### src/rtl/ins_fetch_unit.sv
// Instruction fetch unit: owns the PC, drives the instruction RAM address and
// hides the RAM's one-cycle registered-address latency behind a valid/ready output.
//
// state | meaning
// IDLE  | no fetch in flight, ins_valid low
// READ  | RAM latched pc on the last edge; ram_data is valid this cycle
// VALID | ins_out holds a fetched instruction, waiting for ins_ready
module ins_fetch_unit #(
    parameter int WIDTH      = 8,
    parameter int DEPTH      = 256,
    parameter int ADDR_WIDTH = $clog2(DEPTH)
) (
    input  logic                  clk,
    input  logic                  rstN,
    input  logic                  fetch_req,
    input  logic                  pc_load,
    input  logic [ADDR_WIDTH-1:0] pc_in,
    output logic [ADDR_WIDTH-1:0] ram_addr,
    input  logic [WIDTH-1:0]      ram_data,
    output logic [WIDTH-1:0]      ins_out,
    output logic                  ins_valid,
    input  logic                  ins_ready,
    output logic [ADDR_WIDTH-1:0] pc_out,
    output logic                  wrapped
);

    typedef enum logic [1:0] {
        IDLE  = 2'd0,
        READ  = 2'd1,
        VALID = 2'd2
    } state_t;

    // Explicit last-address compare keeps wrap correct for non-power-of-two depths.
    localparam logic [ADDR_WIDTH-1:0] LAST_ADDR = ADDR_WIDTH'(DEPTH - 1);

    state_t                state;
    logic [ADDR_WIDTH-1:0] pc;
    logic [ADDR_WIDTH-1:0] pc_next;
    logic                  pc_at_last;

    assign pc_at_last = (pc == LAST_ADDR);
    assign pc_next    = pc_at_last ? '0 : pc + ADDR_WIDTH'(1);
    assign ram_addr   = pc;
    assign pc_out     = pc;

    always_ff @(posedge clk or negedge rstN) begin
        if (!rstN) begin
            state     <= IDLE;
            pc        <= '0;
            ins_out   <= '0;
            ins_valid <= 1'b0;
            wrapped   <= 1'b0;
        end else if (pc_load) begin
            // A load flushes whatever is in flight, including an unaccepted instruction.
            pc        <= pc_in;
            wrapped   <= 1'b0;
            ins_valid <= 1'b0;
            state     <= IDLE;
        end else begin
            case (state)
                IDLE: begin
                    if (fetch_req) state <= READ;
                end
                READ: begin
                    ins_out   <= ram_data;
                    ins_valid <= 1'b1;
                    pc        <= pc_next;
                    if (pc_at_last) wrapped <= 1'b1;
                    state     <= VALID;
                end
                VALID: begin
                    if (ins_ready) begin
                        ins_valid <= 1'b0;
                        state     <= fetch_req ? READ : IDLE;
                    end
                end
                default: begin
                    ins_valid <= 1'b0;
                    state     <= IDLE;
                end
            endcase
        end
    end

endmodule

### config.mk
export PLATFORM = sky130hd
export DESIGN_NAME = ins_fetch_unit
export DESIGN_NICKNAME = d
export VERILOG_FILES = /design/src/rtl/ins_fetch_unit.sv
export SDC_FILE = /design/constraint.sdc
export NUM_CORES = 1
export LEC_CHECK = 0
export BUFFER_PORTS_ARGS = -buffer_cell sky130_fd_sc_hd__buf_2
export CORE_MARGIN = 5
export CORE_UTILIZATION = 41
export DETAILED_ROUTE_END_ITERATION = 10
export GPL_ROUTABILITY_DRIVEN = 0
export PLACE_DENSITY = 0.76
export SYNTH_ARGS = -nofsm -noshare
export SYNTH_HDL_FRONTEND = slang
export SYNTH_SLANG_ARGS = --single-unit
### constraint.sdc
create_clock -name clk -period 1.4 [get_ports clk]
set_input_delay 0.28 -clock clk [delete_from_list [all_inputs] [get_ports clk]]
set_output_delay 0.28 -clock clk [all_outputs]
set_load 0.1 [all_outputs]
==> results of run 1 <==
power by group through the flow:
| stage | registers [mW] | logic [mW] | clock network (mW) |
|---|---|---|---|
| 3_5_place_dp | 0.784 | 1.47 | 0 |
| 5_1_grt | 0.779 | 1.61 | 0.303 |
| 4_1_cts | 0.757 | 1.53 | 0.270 |
| 2_1_floorplan | 1.43 | 0.405 | 0 |
| 6_report | 0.763 | 1.56 | 0.258 |
| 3_3_place_gp | 0.775 | 1.45 | 0 |
metrics by stage:
| step | total power, mW | hold slack [ns] | setup slack [ns] | instances |
|---|---|---|---|---|
| after detailed placement | 2.25 | 0.254 | 0.00413 | 174 |
| after global placement | 2.23 | 0.243 | 0.0461 | 174 |
| after CTS | 2.55 | 0.185 | 0.00649 | 184 |
| after floorplan | 1.83 | -0.0156 | -0.154 | 97 |
| final | 2.58 | 0.196 | 0.0155 | 185 |
| after global routing | 2.70 | 0.185 | -0.0553 | 185 |
cell type report:
| class | count | area [um2] | area share |
|---|---|---|---|
| multi-input combinational | 65 | 489 | 0.280 |
| sequential | 20 | 526 | 0.301 |
| clock buffer | 3 | 22.5 | 0.0129 |
| tap | 30 | 37.5 | 0.0215 |
| inverter | 1 | 3.75 | 0.00215 |
| timing repair buffer | 66 | 667 | 0.382 |
layout by cell type, fill, tap and decap left out, types with 2 or more instances in the layout:
master,count
buf_4,12
buf_6,7
nor2_1,5
xor2_1,3
dfrtp_1,12
mux2_2,8
nand2_1,10
nand3_1,2
nand4_1,3
clkbuf_4,10
o21ai_0,3
dfrtp_2,2
nor2b_1,4
nand3_2,2
buf_2,23
dfrtp_4,6
o21ai_1,2
a21oi_1,4
buf_12,16
worst max-delay path: cells and delay by family (launching register included):
family	cells	cell delay, ns
buffers and inverters	2	0.30
DFF	1	0.52
worst paths after layout:
| kind | from | depth (start not counted) | end | slack (ns) |
|---|---|---|---|---|
| max in group asynchronous | rstN | 2 | pc_out[0] | 0.59 |
| worst min register to register | wrapped | 2 | wrapped | 0.51 |
| worst min-delay path | pc_in[1] | 3 | pc_out[1] | 0.20 |
| worst max register to register | pc_out[3] | 4 | pc_out[3] | 0.03 |
| worst max-delay path | pc_out[1] | 2 | ram_addr[1] | 0.02 |
| min in group asynchronous | rstN | 2 | pc_out[5] | 0.46 |
cell families (layout without fill, tap and decap cells):
kind of cell             Yosys count  after routing  share of synthesized area
AND/OR/NAND/NOR                   36             36                      0.196
flip-flops                        20             20                      0.485
AO/OA/AOI/OAI                     15             15                     0.0945
buffers and inverters             12             70                     0.0812
multiplexers                       9              9                     0.0970
XOR/XNOR                           4              4                     0.0339
adder cells (fa/ha/maj)            1              1                     0.0121
registers in the layout (all words and copies together) (netlist names):
signal,cells
ins_out,8
state,2
pc_out,8
wrapped,1
ins_valid,1
what timing repair did:
action | CTS | global route
hold buffers | 1 | 0
endpoints found under the hold margin | 20 | 0
resized for setup | 2 | 19
cloned | 0 | 0
pin swaps | 0 | 2
endpoints found under the setup margin | 6 | 26
setup buffers | 6 | 1
per-layer routing:
layer,GRT usage,up-vias,wire (um)
met1,0.180,455,1040
met2,0.275,40,1360
li1,-,447,-
met3,0.0518,0,234
met4,0.0190,0,0
met5,0,-,0
==> flow_summary.yaml, run 1 <==
routing:
  wl_per_cell_um: 14.2
  ant_nets: 0
  drtIter0Drc: 7
  first_pass_iters: 4
  route.detailed.drc: 0
  num_vias: 942
  finalWirelength_um: 2630
  avgViaCountPerCell: 5.09
synthesis:
  synth_warnings: 0
  synth_area_leaders: "dfrtp_1 (48%), mux2_2 (8.7%), buf_4 (5.8%), nand2_1 (3.6%), xor2_1 (2.5%)"
  synthMostInstantiatedCell: "dfrtp_1"
  syn_avg_cell_area_um2: 10.6
  synth-edff-count: 0
  synth_nets: 119
  yosys.area.top_type: "dfrtp_1"
  ys_ff_latch: 20
  synthArstFlopShare: 1.00
  synth_commonest_cells: "dfrtp_1 (20), nand2_1 (10), buf_4 (8), mux2_2 (8), nor2_1 (6)"
  yosysTopAreaCellShare: 0.485
  synthFlopType: "dfrtp_1"
  yosysSeqAreaShare: 0.485
  syn-cell-area_mm2: 0.00103
  synthCells: 97
  ys_types: 32
clocking:
  htree_levels: 1
  cts_tree: "yes"
  path_clk_slew_ns: 0.10
  clockBufferDepth: 2
  root_buffer: "clkbuf_4"
  cts-buffers-inserted: 3
  clock_latency_ns: 0.28
  cts_sinks: 20
global_routing:
  grt_pass1_wl_um: 4220
  grt_overflow: 0
  track_usage: 0.153
  grt_pass1_vias: 956
  antenna_found_initial: 0
  grt_max_degree: 21
hold_path:
  hold_class: "input port to flip-flop"
worst_setup_path:
  worstPathRequired_ns: 1.12
  worst_path_largest_cell_delay_ns: 0.52
  path_cells: "buf_6, buf_12"
  crit_type: "flip-flop to primary output"
  arrival_ns: 1.10
  end_kind: "primary output"
  worst_setup_path_start_kind: "flip-flop"
  cp_slowest_cell: "dfrtp_4"
  path_max_fanout: 4
timing:
  relSlewSlack: 0.679
  fmax_mhz: 722
  rsz0062_at_grt: "yes"
  worstMarginPinSlew_ns: 0.485
  setup_tns_ns: 0
  hold_violations: 0
  fin_crit_ns: 1.38
  fin_crit_sh: 0.989
  setup_violations: 0
  finalMaxSlewViolations: 0
  fin_skew_ns: 0.00153
layout:
  fillers: 179
  nets: 179
  diodes: 0
  syn2layout_area_growth_pct: 69.1
  final_area_mm2: 0.00175
  final_core_util: 0.718
  drive_gt1_frac: 0.600
floorplan:
  row_count: 18
  start_util: 0.424
  die_h_um: 60.2
  die_w_um: 60.2
  die_area_mm2: 0.00362
  io_pins: 47
  coreArea_mm2: 0.00243
place:
  hpwl_um: 2050
  placed_area_mm2: 0.00160
  portBuffers: 46
power:
  p_seq_frac: 0.295
  powerDensity_mw_per_mm2: 1480
  p_int_mw: 1.26
  clkPwrFrac: 0.100
  p_leak_nw: 0.794
  combPwrFrac: 0.605
  switching_power_mw: 1.32
  p_sw_frac: 0.512
  irDropWorstVdd_uv: 1840
status:
  status: "finished clean"
run:
  drv_cap: 0
No activity file was read; power rests on OpenSTA's default activity.
==> inputs of run 2 (changes only) <==
--- a/config.mk
+++ b/config.mk
@@ -10,7 +10,7 @@
 export CORE_UTILIZATION = 41
 export DETAILED_ROUTE_END_ITERATION = 10
 export GPL_ROUTABILITY_DRIVEN = 0
-export PLACE_DENSITY = 0.76
+export PLACE_DENSITY = 0.83
 export SYNTH_ARGS = -nofsm -noshare
 export SYNTH_HDL_FRONTEND = slang
 export SYNTH_SLANG_ARGS = --single-unit
==> run 2 against run 1 <==
Against the previous run:
- non-clock buffer count unchanged
- critical path depth unchanged
- total power up 10%
- first-iteration DRC count rose to 5.0 times the previous value
- cell count up 0.54%
- critical path type unchanged
- fmax down 0.85%
- highest routed layer is now met4
==> flow_summary.yaml, run 2 (synthesized netlist as in run 1, its figures left out) <==
layout:
  final_cell_mix: "buf_2 (21), buf_12 (16), dfrtp_1 (12), buf_4 (12), clkbuf_4 (11)"
  syn2layout_area_growth_pct: 74.4
  diodes: 0
  drive_gt1_frac: 0.622
  fillers: 151
  final_core_util: 0.740
  nets: 179
  layout_commonest_cell: "buf_2"
worst_setup_path:
  rrSetupSlack_ns: 0.01
  arrival_ns: 1.12
  rr_startpoint: "pc_out[1]"
  path_cells: "buf_6, buf_12"
  worst_path_largest_cell_delay_ns: 0.52
  worst_setup_path_start_kind: "flip-flop"
  cp_slowest_cell: "dfrtp_4"
  r2r_end: "pc_out[6]"
  end_kind: "primary output"
  crit_type: "flip-flop to primary output"
  r2r_cells: 6
  worstPathRequired_ns: 1.12
  cp_num_buf_inv: 2
  path_max_fanout: 4
  path_delay_family: "flip-flops"
routing:
  ant_nets: 0
  wl_per_cell_um: 18.3
  route.detailed.drc: 0
  first_pass_iters: 4
  finalWirelength_um: 3410
  num_vias: 992
  avgViaCountPerCell: 5.33
  drtIter0Drc: 35
floorplan:
  io_pins: 47
  row_count: 18
  die_h_um: 60.2
  die_w_um: 60.2
  start_util: 0.424
  die_area_mm2: 0.00362
  coreArea_mm2: 0.00243
run:
  drv_cap: 0
status:
  status: "finished clean"
clocking:
  htree_levels: 1
  path_clk_slew_ns: 0.12
  cts_sinks: 20
  cts-buffers-inserted: 3
  cts_tree: "yes"
  root_buffer: "clkbuf_4"
  clockBufferDepth: 2
  clock_latency_ns: 0.30
timing:
  fmax_mhz: 716
  relSlewSlack: 0.675
  finalMaxSlewViolations: 0
  hold_violations: 0
  fin_crit_ns: 1.40
  rsz0062_at_grt: "yes"
  worstMarginPinSlew_ns: 0.492
  fin_crit_sh: 0.997
  fin_ws_ns: 0.00354
  setup_violations: 0
  fin_skew_ns: 0.00418
global_routing:
  grt_overflow: 0
  antenna_found_initial: 0
  grt_pass1_vias: 1033
  grt_max_degree: 23
  grt_pass1_wl_um: 4870
  track_usage: 0.179
power:
  power_mw: 2.84
  irDropWorstVdd_uv: 1250
  p_leak_nw: 0.812
  powerDensity_mw_per_mm2: 1580
hold_path:
  hold_depth: 3
  min_to: "pc_out[0]"
  worstHoldStart: "pc_in[0]"
  hold_class: "input port to flip-flop"
place:
  hpwl_um: 2330
  portBuffers: 46
  dp_slack_ns: -0.0220
## run 2: through the flow
| step | hold slack, ns | instance area (um2) | setup TNS [ns] | instances |
|---|---|---|---|---|
| after floorplan | -0.0156 | 1080 | -0.180 | 97 |
| after global placement | 0.240 | 1600 | 0 | 174 |
| after detailed placement | 0.251 | 1600 | -0.0220 | 174 |
| after CTS | 0.187 | 1710 | 0 | 183 |
| after global routing | 0.192 | 1800 | -0.196 | 186 |
| final | 0.188 | 1800 | 0 | 186 |
## run 2: tightest hold or removal path, delay by kind of cell
| kind | cells | cell delay (ns) |
|---|---|---|
| AOI/OAI and AO/OA | 1 | 0.05 |
| buffers and inverters | 2 | 0.13 |
## run 2: power by group
group          internal, mW  switching [mW]
combinational         0.490            1.11
sequential            0.683          0.0892
clock                 0.289           0.182
total                  1.46            1.38
## run 2: area by class of cell
type	count	area [um2]	area share
repair buffers	66	676	0.375
flip-flops and latches	20	526	0.292
multi-input cells	65	505	0.281
well taps	30	37.5	0.0208
clock inverters	1	30.0	0.0167
clock buffers	3	22.5	0.0125
inverters	1	3.75	0.00208
## run 2: worst max path at each step
stage | cells past startpoint | startpoint | end
after floorplan | 4 | pc_out[3] | pc_out[7]
after global placement | 4 | state[1] | pc_out[3]
after detailed placement | 4 | state[1] | pc_out[3]
after CTS | 2 | pc_out[1] | ram_addr[1]
after global routing | 6 | pc_out[0] | pc_out[6]
final | 2 | pc_out[3] | pc_out[3]
## run 2: repair_timing
item	in CTS	in global routing
hold buffers	1	0
endpoints found under the setup margin	12	23
gates cloned	0	0
setup buffers	4	3
pin swaps	0	2
endpoints found under the hold margin	20	0
gates resized for setup	6	21
## run 2: per-layer routing
layer  up-vias  track usage  wire (um)  share of wire
met5         -            0          0              0
met4         0       0.0854         82          0.024
met3        10       0.0259        178          0.052
met2        47        0.323       1900           0.56
met1       480        0.204       1250           0.37
li1        455            -          -              -
